$ cat src/rtl/pong_game_ctrl.sv
// pong_game_ctrl: game-sequencing FSM for the Pong screen.
//   Decides when the graphics datapath animates or is frozen, when a ball is served,
//   and when a game starts or ends. Tracks remaining lives and a 2-digit BCD score.
//
// Ports:
//   clk, reset        system clock, asynchronous active-high reset
//   refr_tick         one-cycle pulse per frame (60 Hz)
//   btn[1:0]          paddle buttons, active-high, already synchronised
//   hit, miss         one-cycle pulses from the graphics block
//   gra_still         1 = freeze ball/paddle animation (decoded from state)
//   ball_serve        one-cycle pulse on the first PLAY cycle
//   game_over         high while in OVER (decoded from state)
//   lives[1:0]        remaining lives
//   score_d1/d0[3:0]  BCD score tens/units
//   state_o[2:0]      FSM state: NEWGAME=0, PLAY=1, NEWBALL=2, OVER=3
//   speed_lvl[1:0]    ball speed level 0..3
//
// Optional feature: define PONG_SPEEDUP_EN to build the hit counter that raises
// speed_lvl every HITS_PER_LVL accepted hits. Without it speed_lvl is tied to 0.

module pong_game_ctrl #(
    parameter int unsigned LIVES_INIT   = 3,
    parameter int unsigned DELAY_FRAMES = 120,
    parameter int unsigned HITS_PER_LVL = 4
) (
    input  logic       clk,
    input  logic       reset,
    input  logic       refr_tick,
    input  logic [1:0] btn,
    input  logic       hit,
    input  logic       miss,
    output logic       gra_still,
    output logic       ball_serve,
    output logic       game_over,
    output logic [1:0] lives,
    output logic [3:0] score_d1,
    output logic [3:0] score_d0,
    output logic [2:0] state_o,
    output logic [1:0] speed_lvl
);

    localparam int unsigned TMR_W = 8;
    localparam int unsigned CNT_W = 4;

    // Elaboration-time parameter range check
    if (LIVES_INIT == 0 || LIVES_INIT > 3 || DELAY_FRAMES == 0 || DELAY_FRAMES > 255 ||
        HITS_PER_LVL == 0 || HITS_PER_LVL > 15) begin : g_bad_params
        $error("pong_game_ctrl: parameter out of range");
    end

    typedef enum logic [2:0] {
        NEWGAME = 3'd0,
        PLAY    = 3'd1,
        NEWBALL = 3'd2,
        OVER    = 3'd3
    } state_t;

    state_t             state;
    logic [TMR_W-1:0]   timer;
    logic               btn_any;
    logic               game_start;
    logic               hit_ok;
    logic [3:0]         inc_d1;
    logic [3:0]         inc_d0;

    assign btn_any    = |btn;
    assign game_start = (state == NEWGAME) && btn_any;
    // miss has priority over a coincident hit
    assign hit_ok     = (state == PLAY) && hit && !miss;

    assign gra_still  = (state != PLAY);
    assign game_over  = (state == OVER);
    assign state_o    = state;

    // BCD increment saturating at 99
    always_comb begin
        inc_d1 = score_d1;
        inc_d0 = score_d0;
        if (score_d0 != 4'd9) begin
            inc_d0 = score_d0 + 4'd1;
        end else if (score_d1 != 4'd9) begin
            inc_d0 = 4'd0;
            inc_d1 = score_d1 + 4'd1;
        end
    end

    // Game sequencing FSM with registered lives/score/timer/serve
    always_ff @(posedge clk or posedge reset) begin
        if (reset) begin
            state      <= NEWGAME;
            timer      <= '0;
            lives      <= 2'(LIVES_INIT);
            score_d1   <= 4'd0;
            score_d0   <= 4'd0;
            ball_serve <= 1'b0;
        end else begin
            ball_serve <= 1'b0;
            case (state)
                NEWGAME: begin
                    if (btn_any) begin
                        state      <= PLAY;
                        ball_serve <= 1'b1;
                        score_d1   <= 4'd0;
                        score_d0   <= 4'd0;
                        lives      <= 2'(LIVES_INIT);
                    end
                end
                PLAY: begin
                    if (miss) begin
                        timer <= TMR_W'(DELAY_FRAMES);
                        if (lives > 2'd1) begin
                            lives <= lives - 2'd1;
                            state <= NEWBALL;
                        end else begin
                            lives <= 2'd0;
                            state <= OVER;
                        end
                    end else if (hit) begin
                        score_d1 <= inc_d1;
                        score_d0 <= inc_d0;
                    end
                end
                NEWBALL: begin
                    // exit is judged on the registered timer, one cycle after it hits 0
                    if (timer == '0) begin
                        if (btn_any) begin
                            state      <= PLAY;
                            ball_serve <= 1'b1;
                        end
                    end else if (refr_tick) begin
                        timer <= timer - TMR_W'(1);
                    end
                end
                OVER: begin
                    if (timer == '0) begin
                        state <= NEWGAME;
                    end else if (refr_tick) begin
                        timer <= timer - TMR_W'(1);
                    end
                end
                default: begin
                    state <= NEWGAME;
                end
            endcase
        end
    end

`ifdef PONG_SPEEDUP_EN
    logic [CNT_W-1:0] hit_cnt;
    logic [1:0]       speed_q;

    // Speed level rises every HITS_PER_LVL accepted hits; only a new game clears it
    always_ff @(posedge clk or posedge reset) begin
        if (reset) begin
            hit_cnt <= '0;
            speed_q <= 2'd0;
        end else if (game_start) begin
            hit_cnt <= '0;
            speed_q <= 2'd0;
        end else if (hit_ok) begin
            if (hit_cnt + CNT_W'(1) == CNT_W'(HITS_PER_LVL)) begin
                hit_cnt <= '0;
                if (speed_q != 2'd3) begin
                    speed_q <= speed_q + 2'd1;
                end
            end else begin
                hit_cnt <= hit_cnt + CNT_W'(1);
            end
        end
    end

    assign speed_lvl = speed_q;
`else
    logic unused_ok;
    assign unused_ok = game_start ^ hit_ok;
    assign speed_lvl = 2'd0;
`endif

endmodule

$ cat config.mk
export PLATFORM = sky130hd
export DESIGN_NAME = pong_game_ctrl
export DESIGN_NICKNAME = d
export VERILOG_FILES = /design/src/rtl/pong_game_ctrl.sv
export SDC_FILE = /design/constraint.sdc
export NUM_CORES = 1
export LEC_CHECK = 0
export ABC_CLOCK_PERIOD_IN_PS = 3440
export BUFFER_PORTS_ARGS = -buffer_cell sky130_fd_sc_hd__buf_2
export CAP_MARGIN = 20
export CORE_MARGIN = 10
export CORE_UTILIZATION = 32
export DETAILED_ROUTE_END_ITERATION = 12
export SETUP_SLACK_MARGIN = 0.5
export SYNTH_ARGS = -nofsm -noshare
export SYNTH_HDL_FRONTEND = slang
export SYNTH_SLANG_ARGS = --single-unit
export TNS_END_PERCENT = 100
$ cat constraint.sdc
create_clock -name clk -period 3.44 [get_ports clk]
set_clock_uncertainty 0.15 [all_clocks]
set_input_delay 0.172 -clock clk [delete_from_list [all_inputs] [get_ports clk]]
set_output_delay 0.172 -clock clk [all_outputs]
set_load 0.005 [all_outputs]
After elaboration in Yosys (flattened, before gate mapping)
Index checks and enable logic that the tools add are counted.
Widths: inputs -> output; s select.
Word-level totals
  bits in registers: 22
  output and inout bits: 18
  logic and storage cells: 67
Cells by class
  add/subtract/negate cells: 4
  $lt $le $gt $ge: 1
  eq/ne operators: 17
  muxes and demuxes: 28
  reduce and logical (&&, ||, !) cells: 11
Operators with widths (count)
  $mux 4: 9
  $mux 8: 3
  $pmux 4 s2: 2
  $pmux 8 s2: 1
  $ne 2x2->1 const B: 7
  $mux 3: 4
  $pmux 3 s4: 1
  $add 4x1->4 const B: 2
  $logic_not 8->1: 1
  $ne 4x4->1 const B: 2
  $sub 8x1->8 const B: 1
  $eq 3x2->1 const B: 2
  $mux 2: 3
  $ne 2x1->1 const B: 3
  $ne 3x1->1 const B: 2
  $reduce_and 3->1: 2
  $reduce_and 6->1: 1
  $reduce_and 5->1: 1
  $pmux 2 s2: 1
  $reduce_and 4->1: 1
  $reduce_bool 2->1: 2
  $reduce_or 2->1: 2
  $eq 3x1->1 const B: 1
  $logic_not 3->1: 1
  other kinds (4): 6

Logic depth before layout (Yosys ltp)
  depth in word-level cells: 6
  depth in mapped cells: 7

Least setup slack after synthesis
No wires, ideal clock.
  path kind: register to register
  start: register timer[3]
  end: register timer[6]
  library setup time: 69 ps
  data arrival time: 1514 ps
  slack: 1707 ps
  stages on the path, launching flop included: 4
  buffers on the path: 0
  cell sequence: dfrtp_1 or4_4 or4_1 nand3_1
On the way
  word-level cells in the longest chain between the ends: 4
  elaborated cells on any way between the ends: 7
  those cells by class: 1 x add/sub; 1 x eq/ne; 3 x mux; 2 x reduce/logical
RTL lines
  start, declared: RTL line 59  | logic [TMR_W-1:0] timer;
  start signal, assigned: RTL line 110  | timer <= TMR_W'(DELAY_FRAMES);
  start signal, assigned: RTL line 131  | timer <= timer - TMR_W'(1);
  start signal, assigned: RTL line 138  | timer <= timer - TMR_W'(1);
  $sub 8x1->8: RTL line 131, 138
  $mux 8: RTL line 130, 137
  $mux 8: RTL line 125  | if (timer == '0) begin
  $pmux 8 s2: RTL line 98  | case (state)
Several ways; a longest one is shown, not always the timed one. The select of a mux whose other input is x is not followed.
A chain may end at the register's enable or synchronous reset.

Worst setup path after layout
  start: register state[1] (netlist: state_o[1])
  end: register score_d1[3]
On the way
  word-level cells in the longest chain between the ends: 3
  elaborated cells on any way between the ends: 10
  those cells by class: 6 x eq/ne; 1 x mux; 3 x reduce/logical
RTL lines
  start, declared: RTL line 58  | state_t state;
  start signal, assigned: RTL line 90  | state <= NEWGAME;
  start signal, assigned: RTL line 101  | state <= PLAY;
  start signal, assigned: RTL line 113  | state <= NEWBALL;
  $eq 3x1->1 / $logic_not 3->1 (equally long branches): RTL line 98
  $ne 2x1->1 (no line), or another cell as far along
  $reduce_and 6->1 (no line)
  end signal, assigned: RTL line 119  | score_d1 <= inc_d1;
  end, declared: RTL line 36  | output logic [3:0] score_d1,
Several ways; a longest one is shown, not always the timed one.

==> flow_metrics.tcl <==
set metrics [dict create \
    status "finished, final reports clean" \
    clock_latency_ns 0.26 \
    grt_overflow 0 \
    fin_nets 164 \
    worst_slew_margin_rel_pct 44.0 \
    synth_area_leaders "dfrtp_1 39%, ha_1 6.2%, mux2i_1 5.0%" \
    antenna_found_initial 0 \
    synth_cell_types 39 \
    utilization_pct 38.2 \
    diodes 0 \
    r2r_slack_ns 1.29 \
    hold_class "in2reg" \
    first_global_vias 1058 \
    cts_buffers 3 \
    dp_slack_ns 1.32 \
    tightest_slew_ns 0.839 \
    cellPowerDensity_nw_per_um2 733 \
    switching_share_pct 40.5 \
    gp_congestion 0.827 \
    drive_gt1_share_pct 19.3 \
    slew_viol_final 0 \
    core_area_sq_um 3660 \
    placed_area_sq_um 1340 \
    maxCapViolCount 0 \
    rsz0062_at_grt "no" \
    yosysMostFrequentCell "dfrtp_1" \
    ys_warn_count 0 \
    routedWlPerCell_um 14.3 \
    holdWs_ns 0.0444 \
    seq_area_frac_synth_pct 43.6 \
    htree_levels 1 \
    place_inst 193 \
    fill_cells 379 \
    power_frac_comb_pct 37.4 \
    post_cts_buffers 0 \
    grt_max_degree 22 \
    fin_total_pwr_mw 1.03 \
    fin_setup_tns_ns 0 \
    power.internal_uw 611 \
    setup_violations 0 \
    period_needed_ns 2.15 \
    start_util_pct 33.1 \
    viasPerCell 5.28 \
    cts_buffer_depth 2 \
    synthCells 128 \
    port_buffers 21 \
    crit_required_ns 3.45 \
    worstPathArrival_ns 2.16 \
    cts_tree "yes" \
    fin_crit_sh_pct 62.5 \
    dr.pass1.iters 4 \
    setup_ws_ns 1.29 \
    critical_path_class "reg2reg" \
    crit_path_max_fanout 15 \
    drt_iter0_markers 75 \
    clock.fmax_mhz 465 \
    hold_buffers 1 \
    grt_pass1_wl_um 4800 \
    pwr-share-clk_pct 16.4 \
    async_flop_share_pct 100 \
    power_switching_uw 415 \
    end_kind "flop" \
    num_vias 1046 \
    synth_area_sq_um 1210 \
    cts_root_buffer "clkbuf_8" \
    clock_sinks 21 \
    pwr-share-seq_pct 46.2 \
    die_y_um 81.6 \
    start_kind "flop" \
    die_w_um 81.6 \
    dp_hpwl_um 2100 \
    avgSynthCellArea_sq_um 9.47 \
    hold_viol_final 0 \
    fin_cells 198 \
    cellLeakagePower_nw 0.642 \
    io_pins 25 \
    yosysTopAreaCell "dfrtp_1" \
    cts_resized 0 \
    irDropWorstVdd_uv 325 \
    area_delta_synth_final_pct 15.4 \
    synth_edf_count 0 \
    final_area_sq_um 1400 \
    rows 22 \
    path_clk_slew_ns 0.09 \
    drtAntennaViolNets 0 \
    grt.total_usage_pct 8.91 \
    ys_seq_elements 21 \
    synthTopCellsByCount "19 x dfrtp_1, 11 x nand2_1, 9 x a21oi_1, 9 x nor2_1, 8 x inv_1" \
    ys.flop_type "dfrtp_1" \
    fp.dieArea_sq_um 6650 \
    drt-total-wl_um 2830 \
    route.detailed.drc 0 \
    yosysTopAreaCellShare_pct 39.2 \
]
## kinds of logic after synthesis
group                      Yosys count  share of synthesized area, %
and+or+nand+nor                     49                          22.7
AOI/OAI and AO/OA                   29                          14.9
DFF                                 21                          43.6
buffers and inverters               14                          5.98
adders and majority gates            6                          6.19
muxes                                6                          4.95
xor gates and xnor gates             2                          1.45
other                                1                         0.309
## path summary, 6_finish.rpt
path                            cells after the start              startpoint                 endpoint
max in group asynchronous                           3                   reset  score_d0[1]$_DFFE_PP0P_
min in group asynchronous                           3                   reset     timer[5]$_DFFE_PP0P_
worst min-delay path                                2                    miss     timer[7]$_DFFE_PP0P_
worst max-delay path                                5  state_o[1]$_DFFE_PP0P_  score_d1[3]$_DFFE_PP0P_
worst max register to register                      5  state_o[1]$_DFFE_PP0P_  score_d1[3]$_DFFE_PP0P_
worst min register to register                      1    timer[0]$_DFFE_PP0P_     timer[0]$_DFFE_PP0P_
## registers in the layout, indices dropped and copies added (netlist names)
register,cells
state_o,2
score_d1,4
lives,2
ball_serve,1
timer,8
score_d0,4
## layer usage
metal / share of wire (%) / GRT usage (%)
met5: 0 / 0
met2: 43 / 13.0
met4: 0.39 / 2.25
met3: 9.0 / 4.59
met1: 47 / 11.3
## cells in the final DEF (no fill, tap or decap), types with 3 or more instances in the layout
| cell type | instances |
|---|---|
| nand3_1 | 6 |
| a21oi_1 | 9 |
| o31ai_1 | 3 |
| inv_1 | 8 |
| nand2_1 | 11 |
| a21o_1 | 3 |
| clkbuf_8 | 3 |
| buf_2 | 21 |
| dfrtp_1 | 19 |
| ha_1 | 6 |
| conb_1 | 3 |
| mux2i_1 | 6 |
| or4_1 | 3 |
| nor2_1 | 9 |
| o21ai_0 | 7 |
| nor4_1 | 3 |
## power by group through the flow
stage | Sequential (mW) | Clock, mW | Combinational [mW]
finish | 0.474 | 0.168 | 0.384
CTS | 0.471 | 0.171 | 0.390
detailed placement | 0.475 | 0 | 0.388
floorplan | 0.441 | 0 | 0.277
global placement | 0.468 | 0 | 0.376
global route | 0.492 | 0.181 | 0.446
## critical path, cell delays in order (launching register included)
cell and delay (ns):
dfrtp_1 0.59, and2b_1 0.28, inv_1 0.28, a21oi_1 0.15, or2_1 0.29, o41ai_1 0.30
## final cells by class
cell class                      instances  area, sq um  share of cell area [%]
Clock buffer                            3         41.3                    2.95
Multi-Input combinational cell         95          619                    44.3
Timing Repair Buffer                   22          115                    8.23
Inverter                                8         30.0                    2.15
Tap cell                               48         60.1                    4.29
Clock inverter                          1         5.00                   0.358
Sequential cell                        21          528                    37.7
Power figures use the tool's default switching activity.
